## src/rtl/fetch_stage_pkg.sv

```systemverilog
// Shared types and constants for the MIPS32 instruction-fetch stage.
package fetch_stage_pkg;

    localparam int FETCH_WORD_LEN = 32;
    localparam logic [31:0] NOP_INSTR = 32'h0000_0000;

    typedef enum logic {
        S_REQ  = 1'b0,
        S_FULL = 1'b1
    } fetch_state_e;

endpackage

```

## src/rtl/fetch_stage_hold_buffer.sv

```systemverilog
// Single-entry skid register for a fetched word that arrived
// while ID was stalling; holds {instr, pc_plus4} plus a full flag.
module fetch_stage_hold_buffer #(
    parameter int WORD_LEN = 32
) (
    input  logic                clk,
    input  logic                rst,
    input  logic                load,
    input  logic                unload,
    input  logic                clear,
    input  logic [WORD_LEN-1:0] instr_in,
    input  logic [WORD_LEN-1:0] pc_plus4_in,
    output logic                full,
    output logic [WORD_LEN-1:0] instr,
    output logic [WORD_LEN-1:0] pc_plus4
);

    always_ff @(posedge clk) begin
        if (rst || clear) begin
            full     <= 1'b0;
            instr    <= '0;
            pc_plus4 <= '0;
        end else if (unload) begin
            full <= 1'b0;
        end else if (load) begin
            full     <= 1'b1;
            instr    <= instr_in;
            pc_plus4 <= pc_plus4_in;
        end
    end

endmodule

```

## src/rtl/fetch_stage.sv

```systemverilog
// MIPS32 IF stage: PC, imem req/ready handshake and IF/ID register.
// Define FETCH_PERF_COUNTERS_EN to add STALL_COUNT / SQUASH_COUNT.
module fetch_stage
    import fetch_stage_pkg::*;
#(
    parameter int                  WORD_LEN = FETCH_WORD_LEN,
    parameter logic [WORD_LEN-1:0] RESET_PC = '0
) (
    input  logic                CLK,
    input  logic                RESET,
    input  logic                HAZARD_DETECTED_IN,
    input  logic                BRANCH_TAKEN,
    input  logic [WORD_LEN-1:0] BRANCH_OFFSET,
    output logic                IMEM_REQ,
    output logic [WORD_LEN-1:0] IMEM_ADDR,
    input  logic                IMEM_READY,
    input  logic [WORD_LEN-1:0] IMEM_RDATA,
    output logic [WORD_LEN-1:0] INSTRUCTION,
    output logic [WORD_LEN-1:0] PC_OUT,
    output logic                INSTR_VALID
`ifdef FETCH_PERF_COUNTERS_EN
    ,
    output logic [31:0]         STALL_COUNT,
    output logic [31:0]         SQUASH_COUNT
`endif
);

    localparam logic [WORD_LEN-1:0] PC_STEP = WORD_LEN'(4);
    localparam logic [WORD_LEN-1:0] NOP = WORD_LEN'(NOP_INSTR);

    fetch_state_e        state_q, state_d;
    logic [WORD_LEN-1:0] pc_q, pc_d;
    logic [WORD_LEN-1:0] target_q, target_d;
    logic                squash_q, squash_d;
    logic [WORD_LEN-1:0] instr_q, instr_d;
    logic [WORD_LEN-1:0] pc_out_q, pc_out_d;
    logic                valid_q, valid_d;

    logic                stall;
    logic                br;
    logic                kill;
    logic [WORD_LEN-1:0] br_target;
    logic [WORD_LEN-1:0] pc_seq;

    logic                buf_load;
    logic                buf_unload;
    logic                buf_clear;
    logic                buf_full;
    logic [WORD_LEN-1:0] buf_instr;
    logic [WORD_LEN-1:0] buf_pc;

    assign stall     = HAZARD_DETECTED_IN;
    assign br        = BRANCH_TAKEN & ~stall;
    assign br_target = pc_out_q + (BRANCH_OFFSET << 2);
    assign pc_seq    = pc_q + PC_STEP;

    assign IMEM_REQ    = (state_q == S_REQ) & ~RESET;
    assign IMEM_ADDR   = pc_q;
    assign INSTRUCTION = instr_q;
    assign PC_OUT      = pc_out_q;
    assign INSTR_VALID = valid_q;

    fetch_stage_hold_buffer #(
        .WORD_LEN(WORD_LEN)
    ) u_hold (
        .clk        (CLK),
        .rst        (RESET),
        .load       (buf_load),
        .unload     (buf_unload),
        .clear      (buf_clear),
        .instr_in   (IMEM_RDATA),
        .pc_plus4_in(pc_seq),
        .full       (buf_full),
        .instr      (buf_instr),
        .pc_plus4   (buf_pc)
    );

    always_comb begin
        state_d    = state_q;
        pc_d       = pc_q;
        squash_d   = squash_q;
        target_d   = target_q;
        instr_d    = instr_q;
        pc_out_d   = pc_out_q;
        valid_d    = valid_q;
        buf_load   = 1'b0;
        buf_unload = 1'b0;
        buf_clear  = 1'b0;
        kill       = 1'b0;
        unique case (state_q)
            S_REQ: begin
                if (IMEM_READY) begin
                    if (squash_q) begin
                        squash_d = 1'b0;
                        pc_d     = target_q;
                        kill     = ~stall;
                    end else if (br) begin
                        pc_d = br_target;
                        kill = 1'b1;
                    end else if (!stall) begin
                        instr_d  = IMEM_RDATA;
                        pc_out_d = pc_seq;
                        valid_d  = 1'b1;
                        pc_d     = pc_seq;
                    end else begin
                        buf_load = 1'b1;
                        pc_d     = pc_seq;
                        state_d  = S_FULL;
                    end
                end else if (br) begin
                    // Request stays on the bus; its data is dropped later.
                    squash_d = 1'b1;
                    target_d = br_target;
                    kill     = 1'b1;
                end else begin
                    kill = ~stall;
                end
            end
            S_FULL: begin
                if (br) begin
                    buf_clear = 1'b1;
                    pc_d      = br_target;
                    kill      = 1'b1;
                    state_d   = S_REQ;
                end else if (!stall) begin
                    buf_unload = 1'b1;
                    instr_d    = buf_instr;
                    pc_out_d   = buf_pc;
                    valid_d    = buf_full;
                    state_d    = S_REQ;
                end
            end
            default: ;
        endcase
        if (kill) begin
            instr_d  = NOP;
            pc_out_d = '0;
            valid_d  = 1'b0;
        end
    end

    always_ff @(posedge CLK) begin
        if (RESET) begin
            state_q  <= S_REQ;
            pc_q     <= RESET_PC;
            squash_q <= 1'b0;
            target_q <= '0;
            instr_q  <= NOP;
            pc_out_q <= '0;
            valid_q  <= 1'b0;
        end else begin
            state_q  <= state_d;
            pc_q     <= pc_d;
            squash_q <= squash_d;
            target_q <= target_d;
            instr_q  <= instr_d;
            pc_out_q <= pc_out_d;
            valid_q  <= valid_d;
        end
    end

`ifdef FETCH_PERF_COUNTERS_EN
    logic        discard;
    logic [31:0] stall_cnt_q;
    logic [31:0] squash_cnt_q;

    assign discard =
        ((state_q == S_REQ) & IMEM_READY & (squash_q | br)) |
        ((state_q == S_FULL) & br);

    always_ff @(posedge CLK) begin
        if (RESET) begin
            stall_cnt_q  <= '0;
            squash_cnt_q <= '0;
        end else begin
            if (stall && stall_cnt_q != '1)
                stall_cnt_q <= stall_cnt_q + 32'd1;
            if (discard && squash_cnt_q != '1)
                squash_cnt_q <= squash_cnt_q + 32'd1;
        end
    end

    assign STALL_COUNT  = stall_cnt_q;
    assign SQUASH_COUNT = squash_cnt_q;
`endif

endmodule
```

## config.mk

```make
export PLATFORM = sky130hd
export DESIGN_NAME = fetch_stage
export DESIGN_NICKNAME = d
export VERILOG_FILES = /design/src/rtl/fetch_stage_pkg.sv /design/src/rtl/fetch_stage_hold_buffer.sv /design/src/rtl/fetch_stage.sv
export SDC_FILE = /design/constraint.sdc
export NUM_CORES = 1
export LEC_CHECK = 0
export CAP_MARGIN = 5
export CELL_PAD_IN_SITES_DETAIL_PLACEMENT = 1
export CELL_PAD_IN_SITES_GLOBAL_PLACEMENT = 1
export CORE_UTILIZATION = 35
export CTS_CLUSTER_SIZE = 14
export DETAILED_ROUTE_END_ITERATION = 7
export PLACE_DENSITY_LB_ADDON = 0.1
export SLEW_MARGIN = 20
export SYNTH_ARGS = -nofsm -noshare
export SYNTH_HDL_FRONTEND = slang
export SYNTH_SLANG_ARGS = --single-unit
```

## constraint.sdc

```tcl
create_clock -name CLK -period 5 [get_ports CLK]
set_input_delay 1.5 -clock CLK [delete_from_list [all_inputs] [get_ports CLK]]
set_output_delay 1.5 -clock CLK [all_outputs]
set_load 0.05 [all_outputs]
```

### Word-level counts from Yosys, hierarchy flattened

Index checks and enable logic that the tools add are counted.

| storage, ports and cells | value |
|---|---|
| register bits | 196 |
| bits in latches | 0 |
| RAM bits | 0 |
| ROM bits | 0 |
| input bits | 69 |
| output and inout port bits | 98 |
| word-level logic and storage cells | 78 |
| memories kept | 0 |

| operators by class | value |
|---|---|
| $add $sub $neg | 2 |
| multipliers | 0 |
| div/mod/pow operators | 0 |
| $lt $le $gt $ge | 0 |
| eq/ne operators | 7 |
| shifts and indexed selects | 0 |
| muxes and demuxes | 43 |
| bitwise gates (word level) | 7 |
| reduce and logical (&&, ||, !) cells | 9 |

Operators by type and width:

| cell | count |
|---|---|
| 32-bit two-way mux | 16 |
| 32-bit case mux with 2 select lines | 3 |
| 32-bit by 3-bit adder with 32-bit output (second input constant) | 1 |
| 32-bit adder | 1 |
| 1-bit two-way mux | 21 |
| 2-bit inequality test (second input constant) | 6 |
| 1-bit case mux with 2 select lines | 3 |
| 2-bit AND reduction | 3 |
| 6-bit AND reduction | 1 |
| 1-bit NOT | 5 |
| 2-bit OR reduction | 2 |
| 3-bit AND reduction | 1 |
| 1-bit AND | 2 |
| 2-bit by 1-bit inequality test with 1-bit output (second input constant) | 1 |
| 2-bit nonzero test | 1 |
| 1-bit logical OR | 1 |

### Longest topological paths before layout

Gate-level depths: netlist of run 1.

| logic depth | value |
|---|---|
| depth in word-level cells | 7 |
| gate-level depth with buffers | 10 |
| mapped depth without buffers | 9 |

### By module

Synthesis of run 1 repeated with hierarchy kept, for this count alone.

| second synthesis, totals | value |
|---|---|
| cells, all modules | 1325 |
| area, all modules | 10473.8 µm² |

Modules (own cells, without submodules):

| module | times used | cells each | area each (µm²) | seq. area each (µm²) |
|---|---|---|---|---|
| fetch_stage | 1 | 1042 | 8197.9 | 2622.5 |
| fetch_stage_hold_buffer | 1 | 283 | 2275.9 | 1301.2 |

### Worst setup path before layout of run 1

Ideal clock, no wire load.

| timing path | value |
|---|---|
| path kind | input to output |
| start point | input port RESET |
| end point | output port IMEM_REQ |
| arrival time | 2.733 ns |
| required time | 3.500 ns |
| path slack | 0.767 ns |
| stages | 4 |
| buffers on the path | 3 |
| cell sequence | clkbuf_1 > clkbuf_1 > clkbuf_1 > nor2_1 |

| between the ends | value |
|---|---|
| cells in the longest elaborated chain, start to end | 2 |

RTL lines:

| item | line | source |
|---|---|---|
| start: declaration | fetch_stage.sv:10 | `input logic RESET,` |
| 1-bit NOT | fetch_stage.sv:57 | `assign IMEM_REQ = (state_q == S_REQ) & ~RESET;` |
| 1-bit AND | fetch_stage.sv:57 |  |
| end: declaration | fetch_stage.sv:14 | `output logic IMEM_REQ,` |

Every way passes these cells.

### Final worst setup path of run 1

Ends and elaborated chain as after synthesis.

==> results of run 1 <==
## worst reg2reg max path, delay by kind of cell (launching register included)
family	cells	cell delay [ns]
and+or+nand+nor	2	0.56
buffers and inverters	2	0.35
adders and majority gates	2	0.43
DFF	1	0.42
AOI/OAI and AO/OA	5	1.12
## through the flow
step,util [%],hold WS [ns]
after floorplan,-,0.436
after global placement,43.0,0.442
after detailed placement,43.0,0.449
after CTS,45.2,0.461
after global routing,45.2,0.477
final,45.2,0.459
## state kept, by name, summed over array words and instances (netlist names)
signal and cells:
IMEM_ADDR 32, INSTRUCTION 32, PC_OUT 32, target_q 32
u_hold.instr 32, u_hold.pc_plus4 32, INSTR_VALID 1, squash_q 1
state_q 1, u_hold.full 1
## cells in the final DEF, fill, tap and decap left out, drive strengths merged, types with 7 or more instances in the layout
cell           netlist  final
clkinv               0      8
or3                  9      9
o22ai                8      8
o21bai              10     10
xor2                21     21
nand3               36     36
nand2b               7      7
inv                 12     18
and4                 7      7
clkdlybuf4s50        0    163
o211ai              16     16
a31oi               11     11
o21ai               59     59
nor3                44     44
nor2               154    154
ha                  30     30
buf                  7     44
a221oi              11     11
dfxtp              196    196
xnor2               27     27
mux2i               38     38
and3                 9      9
nor4                13     13
nand2              187    187
a211oi              61     61
nand4               14     14
a21oi              143    143
clkbuf              91     17
a21o                13     13
## worst max path at each step
stage,end,slack [ns],cells past startpoint
floorplan,IMEM_REQ,0.77,4
global placement,IMEM_ADDR[24],0.52,12
detailed placement,IMEM_ADDR[24],0.49,12
CTS,IMEM_REQ,0.89,3
global route,target_q[29],0.77,8
finish,IMEM_REQ,0.91,3
## layout make-up
type | instances | area share (%)
clock buffers | 17 | 3.28
clock inverters | 15 | 1.42
inverters | 12 | 0.347
multi-input cells | 1000 | 45.6
flip-flops and latches | 196 | 30.3
well taps | 384 | 3.71
repair buffers | 207 | 15.3
## logic make-up (layout without fill, tap and decap cells)
family / count (synthesis) / count (layout) / synth area share, %
multiplexers: 38 / 38 / 3.72
AO/OA/AOI/OAI: 380 / 380 / 23.5
flip-flops: 196 / 196 / 38.4
adder cells (fa/ha/maj): 31 / 31 / 3.87
XOR/XNOR: 48 / 48 / 4.11
AND/OR/NAND/NOR: 503 / 503 / 22.2
buffers and inverters: 110 / 251 / 4.19
## power breakdown
| part | total (mW) | switching, mW | internal, mW |
|---|---|---|---|
| logic | 0.780 | 0.502 | 0.279 |
| registers | 1.72 | 0.0843 | 1.64 |
| clock network | 1.43 | 0.745 | 0.683 |
## layer usage
metal	track usage, %	wire (µm)
met2	41.4	17300
met4	6.71	622
met3	3.43	1620
met1	33.7	17400
met5	0	11
==> flow_metrics.tcl, run 1 <==
set metrics [dict create \
    status "finished clean" \
    synth_nets 1406 \
    worstHoldStart "u_hold.instr[8]" \
    seq_area_um2 3930 \
    final_nets 1534 \
    multi_input_area_um2 5920 \
    ys_top_cells_by_count "dfxtp_1, nand2_1, nor2_1, a21oi_1, clkbuf_1" \
    setup_viol 0 \
    crit_chain "buf_2 -> nor2_1 -> clkdlybuf4s50_1" \
    startpoint_type "primary input" \
    die_area_um2 29900 \
    routed_via_density 5.57 \
    cp.arrival_ns 2.59 \
    row_count 62 \
    relSlewSlack_pct 36.6 \
    fin_crit_sh_pct 81.9 \
    clockBufferDepth 2 \
    htree_levels 4 \
    hold_viol_final 0 \
    synth.distinct_cells 66 \
    grt_pass1_wl_um 58700 \
    via_count 10200 \
    clock_sinks 196 \
    synthFlopType "dfxtp_1" \
    endpoint_kind "primary output" \
    cp-startpoint "RESET" \
    rr_startpoint "PC_OUT[2]" \
    maxCapViolations 0 \
    fin_setup_tns_ns 0 \
    place_area_um2 12400 \
    routabilityCongestion 0.853 \
    hold_buffers 0 \
    synth.yosys.seq_area_share_pct 38.4 \
    nFillCells 3456 \
    path_delay_family "buffers and inverters" \
    min_period_ns 4.09 \
    place_ws_ns 0.485 \
    drc 0 \
    clk_pin_slew_ns 0.08 \
    routed_wl_um 37000 \
    antenna_left 0 \
    clk_latency_ns 0.45 \
    io_pins 167 \
    antenna_cells 0 \
    cts_tree "done" \
    worst_ir_drop_vdd_mv 0.226 \
    final_cell_count_no_fill 1831 \
    first_pass_iters 5 \
    cp_slowest_cell "clkdlybuf4s50_1" \
    finalMaxSlewViolations 0 \
    rsz0062_at_grt "false" \
    setup_ws_ns 0.906 \
    coreArea_um2 28700 \
    cellLeakagePower_nw 4.69 \
    worst_slew_pin_slew_ns 0.951 \
    grt_max_degree 83 \
    numCtsBuffers 17 \
    hold_end "u_hold.instr[8]" \
    hp-class "flip-flop to flip-flop" \
    dpl.cell_count 1799 \
    synth_cells 1306 \
    async_flop_share_pct 0 \
    initial_core_util_pct 35.6 \
    overflow 0 \
    cts_root_buffer "clkbuf_16" \
    power_density_nw_per_um2 303 \
    total_power_mw 3.93 \
    cp.required_ns 3.50 \
    r2r_slack_ns 2.04 \
    yosys.cell_count.top_type "dfxtp_1" \
    io_buffers 164 \
    syn_avg_cell_area_um2 7.82 \
    hold_depth 2 \
    drive_above_1_share_pct 6.70 \
    dieHeight_um 173 \
    critPathMaxStageDelay_ns 0.84 \
    grt_pass1_vias 10200 \
    maxClockFrequency_mhz 244 \
    yosys-top-cells-area "dfxtp_1, a21oi_1, nand2_1" \
    synth_edf_count 0 \
    final_area_um2 13000 \
    r2r_end "IMEM_ADDR[24]" \
    antenna_found_initial 1 \
    die_w_um 173 \
    drt-initial-drc-count 602 \
    synthToLayoutAreaGrowth_pct 26.9 \
    ys_ff_latch 196 \
    post_cts_resized 0 \
    netlist_area_um2 10200 \
    r2r.worst_path.cells 11 \
    cts_setup_buffers 0 \
    yosysTopAreaCellShare_pct 38.4 \
    path_max_fanout 3 \
    path_class "primary input to primary output" \
    clock_skew_ns 0.0159 \
    dpl.hpwl_um 26100 \
    grtUsageTotal_pct 24.9 \
    synth_top_cell_by_area "dfxtp_1" \
    path_buf_inv 2 \
    ys_warn_count 0 \
    wl_per_cell_um 20.2 \
]
(Power assumes the default switching activity.)
==> run 2, diff against run 1 <==
==> constraint.sdc (replaced) <==
create_clock -name CLK -period 3.8 [get_ports CLK]
set_input_delay 1.14 -clock CLK [delete_from_list [all_inputs] [get_ports CLK]]
set_output_delay 1.14 -clock CLK [all_outputs]
set_load 0.05 [all_outputs]
==> flow_metrics.tcl, run 2 (synthesized netlist as in run 1, its figures left out) <==
set metrics [dict create \
    antenna_found_initial 0 \
    worst_ir_drop_vdd_mv 0.242 \
    startpoint_type "primary input" \
    io_pins 167 \
    grt_max_degree 65 \
    final_common_cell "dfxtp_1" \
    maxClockFrequency_mhz 277 \
    clockBufferDepth 2 \
    die_w_um 173 \
    hold_end "target_q[14]" \
    cts_setup_buffers 0 \
    coreArea_um2 28700 \
    htree_levels 4 \
    grt_use_met2_pct 41.0 \
    grt_pass1_vias 10400 \
    path_class "primary input to flip-flop" \
    finalMaxSlewViolations 0 \
    grtUsageTotal_pct 25.0 \
    drt-initial-drc-count 531 \
    endpoint_kind "flip-flop" \
    dpl.hpwl_um 26700 \
    place_area_um2 12800 \
    r2r_slack_ns 0.96 \
    row_count 62 \
    cp-startpoint "BRANCH_OFFSET[0]" \
    total_power_mw 5.11 \
    cts_tree "done" \
    numCtsBuffers 17 \
    power_density_nw_per_um2 383 \
    rsz0062_at_grt "false" \
    post-route-util_pct 46.5 \
    r2r.worst_path.cells 11 \
    drive_above_1_share_pct 10.1 \
    status "finished clean" \
    cp.required_ns 4.13 \
    routabilityCongestion 0.840 \
    hold_depth 2 \
    final_cell_mix "dfxtp_1, nand2_1, clkdlybuf4s50_1" \
    clock_skew_ns 0.0164 \
    routed_wl_um 37400 \
    gr-usage-met3_pct 3.85 \
    final_area_um2 13300 \
    antenna_left 0 \
    worst_slew_pin_slew_ns 0.865 \
    synthToLayoutAreaGrowth_pct 30.6 \
    antenna_cells 0 \
    via_count 10400 \
    hp-class "flip-flop to flip-flop" \
    initial_core_util_pct 35.6 \
    hold_buffers 0 \
    maxCapViolations 0 \
    path_max_fanout 3 \
    fin_crit_sh_pct 94.9 \
    globalRoute.busiestLayer "met2" \
    die_area_um2 29900 \
    cts_root_buffer "clkbuf_16" \
    fin_setup_tns_ns 0 \
    setup_viol 0 \
    clk_pin_slew_ns 0.07 \
    cellLeakagePower_nw 4.95 \
    drc 0 \
    overflow 0 \
    final_nets 1589 \
    timing.hold.ws_ns 0.457 \
    dieHeight_um 173 \
    relSlewSlack_pct 42.3 \
    wl_per_cell_um 19.8 \
    worstHoldStart "target_q[14]" \
    grt_pass1_wl_um 59100 \
    clock_sinks 196 \
    first_pass_iters 5 \
    io_buffers 164 \
    post_cts_resized 0 \
    cp.arrival_ns 3.94 \
    min_period_ns 3.61 \
    hold_viol_final 0 \
    rr_startpoint "PC_OUT[2]" \
    use_met1_pct 33.8 \
    routed_via_density 5.52 \
    r2r_end "target_q[26]" \
    clk_latency_ns 0.45 \
]
[run 2: cell count changes in the layout (fill, tap and decap cells not counted)]
cell,before,now
inv_6,2,4
a21oi_2,3,2
clkinv_4,2,3
clkinv_8,5,1
inv_12,2,0
clkdlybuf4s50_1,163,162
a21oi_1,140,141
buf_12,2,5
clkinv_2,1,3
buf_4,41,94
[run 2: cell type report]
cell class	instances	area, µm²
Fill cell	3448	15400
Multi-Input combinational cell	1000	5910
Sequential cell	196	3930
Timing Repair Buffer	262	2430
Tap cell	384	480
Clock buffer	17	425
Clock inverter	14	123
Inverter	12	45.0
[run 2: report_power, final]
part | internal (mW) | total (mW) | switching, mW
combinational | 0.399 | 1.07 | 0.666
sequential | 2.16 | 2.26 | 0.109
clock | 0.858 | 1.78 | 0.918
total | 3.41 | 5.11 | 1.69
[run 2: metrics by stage]
step / setup WS [ns] / std cells
global route: 0.0782 / 1885
CTS: 0.238 / 1885
floorplan: 0.220 / 1306
global placement: -0.210 / 1854
finish: 0.193 / 1885
detailed placement: -0.207 / 1854
[run 2: how the worst max path moves through the flow]
| stage | end | cells after the start | slack [ns] |
|---|---|---|---|
| 6_report | target_q[26] | 12 | 0.19 |
| 2_1_floorplan | IMEM_ADDR[24] | 10 | 0.22 |
| 3_3_place_gp | target_q[26] | 12 | -0.21 |
| 3_5_place_dp | target_q[26] | 12 | -0.21 |
| 4_1_cts | target_q[26] | 12 | 0.24 |
| 5_1_grt | target_q[26] | 12 | 0.08 |
[run 2: routing by layer]
metal	vias to the layer above	wire, µm
met5	-	0
met4	0	741
met3	46	1550
met2	206	17400
met1	5112	17700
li1	5044	-
[run 2: worst max-delay path: stages]
cell	delay, ns
clkdlybuf4s50_1	0.42
ha_1	0.23
fa_1	0.38
a21o_1	0.22
a221oi_1	0.35
o31a_1	0.19
buf_4	0.15
buf_4	0.12
nand2_1	0.08
a21oi_1	0.23
nor4_1	0.08
a311o_1	0.34
==> run 3, diff against run 2 <==
--- a/config.mk
+++ b/config.mk
@@ -9,6 +9,7 @@
 export CELL_PAD_IN_SITES_DETAIL_PLACEMENT = 1
 export CELL_PAD_IN_SITES_GLOBAL_PLACEMENT = 1
 export CORE_UTILIZATION = 35
+export CTS_CLUSTER_DIAMETER = 80
 export CTS_CLUSTER_SIZE = 14
 export DETAILED_ROUTE_END_ITERATION = 7
 export PLACE_DENSITY_LB_ADDON = 0.1
==> results of run 3 <==
Same layout as run 2: the final DEF is identical, and so are final timing and power.
